==> src/rtl/mem_data_sized_pkg.sv <==
// rtl/mem_data_sized_pkg.sv - shared size/state encodings and lane helpers
package mem_data_sized_pkg;

   typedef enum logic [1:0] {
      SIZE_BYTE = 2'b00,
      SIZE_HALF = 2'b01,
      SIZE_WORD = 2'b10,
      SIZE_RSVD = 2'b11
   } size_e;

   typedef enum logic {
      ST_IDLE  = 1'b0,
      ST_CLEAR = 1'b1
   } state_e;

   // Reserved size is treated as misaligned so it can never touch memory.
   function automatic logic is_misaligned(input logic [1:0] size, input logic [1:0] lane);
      case (size)
         SIZE_BYTE: is_misaligned = 1'b0;
         SIZE_HALF: is_misaligned = lane[0];
         SIZE_WORD: is_misaligned = (lane != 2'b00);
         default:   is_misaligned = 1'b1;
      endcase
   endfunction

   function automatic logic [3:0] lane_enables(input logic [1:0] size, input logic [1:0] lane);
      case (size)
         SIZE_BYTE: lane_enables = 4'b0001 << lane;
         SIZE_HALF: lane_enables = lane[1] ? 4'b1100 : 4'b0011;
         SIZE_WORD: lane_enables = 4'b1111;
         default:   lane_enables = 4'b0000;
      endcase
   endfunction

endpackage

==> src/rtl/mem_load_formatter.sv <==
// rtl/mem_load_formatter.sv - extracts and extends a byte/half/word from a memory word
module mem_load_formatter
   import mem_data_sized_pkg::*;
(
   input  logic [31:0] word,
   input  logic [1:0]  lane,
   input  logic [1:0]  size,
   input  logic        is_unsigned,
   output logic [31:0] value
);

   logic [7:0]  byte_val;
   logic [15:0] half_val;

   // Select the addressed lane(s) little-endian and apply zero/sign extension.
   always_comb begin
      byte_val = word[{lane, 3'b000} +: 8];
      half_val = lane[1] ? word[31:16] : word[15:0];
      case (size)
         SIZE_BYTE: value = is_unsigned ? {24'b0, byte_val} : {{24{byte_val[7]}}, byte_val};
         SIZE_HALF: value = is_unsigned ? {16'b0, half_val} : {{16{half_val[15]}}, half_val};
         SIZE_WORD: value = word;
         default:   value = 32'b0;
      endcase
   end

endmodule

==> src/rtl/mem_data_sized.sv <==
// rtl/mem_data_sized.sv - byte-addressed data memory with sized loads/stores and clear sweep
module mem_data_sized
   import mem_data_sized_pkg::*;
#(
   parameter int MEMORY_DEPTH = 32,
   parameter int ADDR_SIZE    = 7,
   parameter int DATA_SIZE    = 32
)(
   input  logic                 i_clock,
   input  logic                 i_reset,
   input  logic                 i_enable,
   input  logic                 i_write,
   input  logic                 i_read,
   input  logic [1:0]           i_size,
   input  logic                 i_unsigned,
   input  logic [ADDR_SIZE-1:0] i_addr,
   input  logic [DATA_SIZE-1:0] i_write_data,
   input  logic                 i_clear,
   input  logic [ADDR_SIZE-3:0] i_debug_addr,
   output logic [DATA_SIZE-1:0] o_read_data,
   output logic [DATA_SIZE-1:0] o_debug_data,
   output logic                 o_misaligned,
   output logic                 o_busy
);

   localparam int IW = ADDR_SIZE - 2;
   localparam logic [IW-1:0] LAST_IDX = IW'(MEMORY_DEPTH - 1);

   logic [DATA_SIZE-1:0] mem [MEMORY_DEPTH];

   state_e               state;
   logic [IW-1:0]        clr_idx;
   logic [IW-1:0]        word_idx;
   logic [1:0]           lane;
   logic                 idle;
   logic                 mis;
   logic                 access;
   logic [3:0]           we;
   logic [IW-1:0]        w_idx;
   logic [DATA_SIZE-1:0] w_data;
   logic [DATA_SIZE-1:0] load_val;

   assign word_idx = i_addr[ADDR_SIZE-1:2];
   assign lane     = i_addr[1:0];

   // Write port mux: the clear sweep owns the port while busy, otherwise sized stores.
   always_comb begin
      idle   = (state == ST_IDLE);
      mis    = is_misaligned(i_size, lane);
      access = idle & i_enable & (i_read | i_write);
      we     = 4'b0000;
      w_idx  = word_idx;
      case (i_size)
         SIZE_BYTE: w_data = {4{i_write_data[7:0]}};
         SIZE_HALF: w_data = {2{i_write_data[15:0]}};
         default:   w_data = i_write_data;
      endcase
      if (!idle) begin
         we     = 4'b1111;
         w_idx  = clr_idx;
         w_data = '0;
      end else if (i_enable && i_write && !mis) begin
         we = lane_enables(i_size, lane);
      end
   end

   mem_load_formatter u_fmt (
      .word        (mem[word_idx]),
      .lane        (lane),
      .size        (i_size),
      .is_unsigned (i_unsigned),
      .value       (load_val)
   );

   // Storage with per-byte enables; no reset so contents survive i_reset.
   always_ff @(posedge i_clock) begin
      for (int i = 0; i < 4; i++) begin
         if (we[i]) mem[w_idx][8*i +: 8] <= w_data[8*i +: 8];
      end
   end

   // Clear-sweep FSM: one word per cycle from index 0 up to the last word.
   always_ff @(posedge i_clock or negedge i_reset) begin
      if (!i_reset) begin
         state   <= ST_IDLE;
         clr_idx <= '0;
         o_busy  <= 1'b0;
      end else begin
         case (state)
            ST_IDLE: begin
               if (i_clear) begin
                  state   <= ST_CLEAR;
                  clr_idx <= '0;
                  o_busy  <= 1'b1;
               end
            end
            ST_CLEAR: begin
               if (clr_idx == LAST_IDX) begin
                  state   <= ST_IDLE;
                  clr_idx <= '0;
                  o_busy  <= 1'b0;
               end else begin
                  clr_idx <= clr_idx + 1'b1;
               end
            end
            default: begin
               state  <= ST_IDLE;
               o_busy <= 1'b0;
            end
         endcase
      end
   end

   // Load result and misalignment flag; reads see the pre-store word (read-first).
   always_ff @(posedge i_clock or negedge i_reset) begin
      if (!i_reset) begin
         o_read_data  <= '0;
         o_misaligned <= 1'b0;
      end else if (!idle) begin
         o_read_data  <= '0;
         o_misaligned <= 1'b0;
      end else if (i_enable) begin
         o_misaligned <= access & mis;
         o_read_data  <= (i_read && !mis) ? load_val : '0;
      end else begin
         o_misaligned <= 1'b0;
      end
   end

   // Debug port samples the addressed word every cycle, independent of enable and sweep.
   always_ff @(posedge i_clock or negedge i_reset) begin
      if (!i_reset) o_debug_data <= '0;
      else          o_debug_data <= mem[i_debug_addr];
   end

endmodule
==> config.mk <==
export PLATFORM = sky130hd
export DESIGN_NAME = mem_data_sized
export DESIGN_NICKNAME = d
export VERILOG_FILES = /design/src/rtl/mem_data_sized_pkg.sv /design/src/rtl/mem_load_formatter.sv /design/src/rtl/mem_data_sized.sv
export SDC_FILE = /design/constraint.sdc
export NUM_CORES = 1
export LEC_CHECK = 0
export BUFFER_PORTS_ARGS = -buffer_cell sky130_fd_sc_hd__buf_2
export CORE_MARGIN = 3
export CORE_UTILIZATION = 30
export CTS_CLUSTER_SIZE = 30
export DETAILED_ROUTE_END_ITERATION = 10
export RECOVER_POWER = 25
export SKIP_CTS_REPAIR_TIMING = 1
export SYNTH_ARGS = -nofsm -noshare
export SYNTH_HDL_FRONTEND = slang
export SYNTH_SLANG_ARGS = --single-unit
==> constraint.sdc <==
create_clock -name i_clock -period 5.05 [get_ports i_clock]
set_input_delay 1.01 -clock i_clock [delete_from_list [all_inputs] [get_ports i_clock]]
set_output_delay 1.01 -clock i_clock [all_outputs]
set_load 0.02 [all_outputs]
==> impl_metrics.yaml <==
outcome:
  status: "finished with violations"
  violations: "max-capacitance violations, max-slew violations"
cts:
  cts_buffers: 113
  clk_path_buf_depth: 3
  htree_levels: 3
  worstSkewPairLatency_ns: 0.73
  cts_sinks: 1096
  clockRootBuffer: "clkbuf_16"
  clkTransAtPathRegs_ns: 0.06
  cts_tree: "built"
setup_path:
  regToRegSetupSlack_ns: 1.30
  worstPathRequired_ns: 5.47
  worstPathArrival_ns: 4.17
  start_kind: "flip-flop"
  crit_fanout: 34
  reg2reg_to: "mem[26][23]"
  setup.worst_path.class: "reg2reg"
  ff2ff_path_depth: 4
  cp-end-kind: "flip-flop"
  r2r_start: "state"
synthesis:
  avgSynthCellArea_um2: 19.3
  syn_area_um2: 51100
  synth_top_area_share_pct: 60.1
  synth_enable_flop_cells: 1024
  yosysTopAreaCell: "edfxtp_1"
  syn_inst: 2655
  synthFlopType: "edfxtp_1"
  syn_nets: 2710
  yosys.cell_types.count: 46
  yosys_warnings: 0
  ys_seq_area_share_pct: 63.7
  async_flop_share_pct: 6.57
  yosys-top-cells-area: "edfxtp_1, mux4_2, dfrtp_1"
  yosys_register_bits: 1096
run:
  maxCapViolations: 11
timing:
  maxSlewViolCount: 288
  setup_viol: 0
  fmax_ghz: 0.267
  skew_ns: 0.0461
  hold_viol_final: 0
  tightestPinTransition_ns: 1.98
  fin_ws_ns: 1.30
  finalCritPeriodShare_pct: 74.3
  slew_headroom_pct: -32.4
  layout_min_cycle_time_ns: 3.75
  fin_tns_setup_ns: 0
  rsz0062_at_grt: "no"
power_and_ir_drop:
  powerDensity_nw_per_um2: 445
  max-vdd-ir-drop_v: 0.000271
  power_leakage_nw: 19.9
floorplan:
  die_y_um: 419
  fp.dieW_um: 419
  start_util_pct: 30.4
  pin_count: 119
  core.rowCount: 150
  dieArea_um2: 175000
  core_um2: 168000
detailed_routing:
  wire_per_inst_um: 30.9
  drc_errors: 0
  dr.pass1.iters: 7
  wl_mm: 162
  drt_iter0_drc: 3717
  detail-route-antenna-nets: 0
  vias: 29507
  via_per_inst: 5.65
grt:
  grt-ovfl-total: 0
  grt_max_degree: 72
  grt_pass1_vias: 29611
  grt_first_pass_wirelength_mm: 228
  antenna_found_initial: 6
  grt_use_total_pct: 18.2
place:
  port_buffers: 118
  place.gp.congestion: 0.881
  place_hpwl_mm: 109
  place_ws_ns: 0.858
  placedCellCount: 5005
  dpl_cell_area_um2: 55800
hold_path:
  holdCritPathClass: "in2async"
cells_and_area:
  instances_no_fill: 5220
  fillers: 15594
  syn_to_final_growth_pct: 16.7
  layout-drive-gt1-share_pct: 38.4
  fin_nets: 2971
  fin_area_um2: 59600
  final_core_util_pct: 35.5
Yosys cell counts, drive strengths merged (2+ instances only):
| master | number |
|---|---|
| o211ai | 5 |
| a221o | 3 |
| nand2b | 6 |
| a32oi | 12 |
| dfrtp | 72 |
| mux2i | 131 |
| a32o | 9 |
| o32ai | 3 |
| a211oi | 11 |
| o21bai | 2 |
| ha | 2 |
| a222oi | 4 |
| nor2 | 55 |
| clkbuf | 112 |
| or2 | 3 |
| a21oi | 41 |
| o21ai | 29 |
| xnor2 | 2 |
| and3 | 8 |
| and2 | 3 |
| nor3 | 132 |
| edfxtp | 1024 |
| inv | 7 |
| a31oi | 6 |
| buf | 109 |
| nand3 | 23 |
| a221oi | 8 |
| nand2 | 144 |
| nor2b | 19 |
| o22ai | 9 |
| a22oi | 51 |
| mux4 | 552 |
| mux2 | 51 |
worst max-delay path, stage by stage (launching register included):
cell and delay (ns):
dfrtp_1 1.33, mux2i_1 0.43, nand2_1 0.69, nor3_1 0.69, buf_4 0.31
per-layer routing:
metal | vias up | track usage (%) | routed length, um
met1 | 15845 | 23.5 | 60400
met3 | 307 | 2.39 | 12300
li1 | 11845 | - | -
met2 | 1510 | 29.6 | 78400
met4 | 0 | 10.3 | 10400
met5 | - | 0 | 0
cell usage in the layout, fill, tap and decap left out, types with 7 or more instances in the layout:
master         n
edfxtp_1    1024
mux4_2       552
buf_4        209
nand2_1      144
mux2i_1      131
nor3_1       131
clkbuf_16    115
buf_2        110
dfrtp_1       72
mux2_2        51
a22oi_1       51
nor2_1        47
clkbuf_1      38
a21oi_1       32
o21ai_0       24
nand3_1       23
buf_12        21
clkinv_2      20
bufinv_16     19
nor2b_1       15
clkinv_1      15
a32oi_1       12
clkbuf_8      12
a211oi_1      11
o22ai_1        9
a32o_1         9
nor2_2         8
and3_1         8
a221oi_1       8
clkinvlp_4     7
state kept, by name, summed over array words and instances, names as in the netlist:
register / count
o_busy: 1
o_misaligned: 1
o_debug_data: 32
o_read_data: 32
clr_idx: 5
mem: 1024
state: 1
where the power goes:
part | switching (mW) | total (mW) | internal [mW]
Sequential | 0.522 | 12.2 | 11.7
Clock | 3.61 | 8.91 | 5.30
Combinational | 3.59 | 5.47 | 1.89
Total | 7.72 | 26.6 | 18.9
cell families after synthesis:
logic type	Yosys count	synth area share, %
xor gates and xnor gates	2	0.0343
buffers and inverters	228	2.08
and+or+nand+nor	397	3.52
adders and majority gates	2	0.0489
muxes	734	28.0
DFF	1096	63.7
AOI/OAI and AO/OA	196	2.65
layout make-up:
cell class | instances | area, um2 | area share [%]
well taps | 2204 | 2760 | 4.62
clock inverters | 69 | 876 | 1.47
clock buffers | 143 | 3090 | 5.19
diodes | 3 | 7.51 | 0.0126
multi-input cells | 1331 | 17600 | 29.6
inverters | 7 | 26.3 | 0.0440
flip-flops and latches | 1096 | 32600 | 54.6
repair buffers | 367 | 2700 | 4.53
stage by stage:
stage / hold slack (ns) / total power, mW
global placement: 0.538 / 17.8
CTS: 0.422 / 26.7
detailed placement: 0.548 / 17.8
global route: 0.463 / 27.4
finish: 0.408 / 26.6
floorplan: 0.532 / 15.2
how the worst max path moves through the flow:
stage,slack [ns],endpoint,startpoint
after floorplan,1.55,mem[11][0],i_addr[3]
after global placement,0.87,mem[5][22],i_addr[2]
after detailed placement,0.86,mem[5][22],i_addr[2]
after CTS,1.61,mem[17][7],i_addr[2]
after global routing,1.16,mem[26][23],state
final,1.30,mem[26][23],state
(Power assumes the default switching activity.)
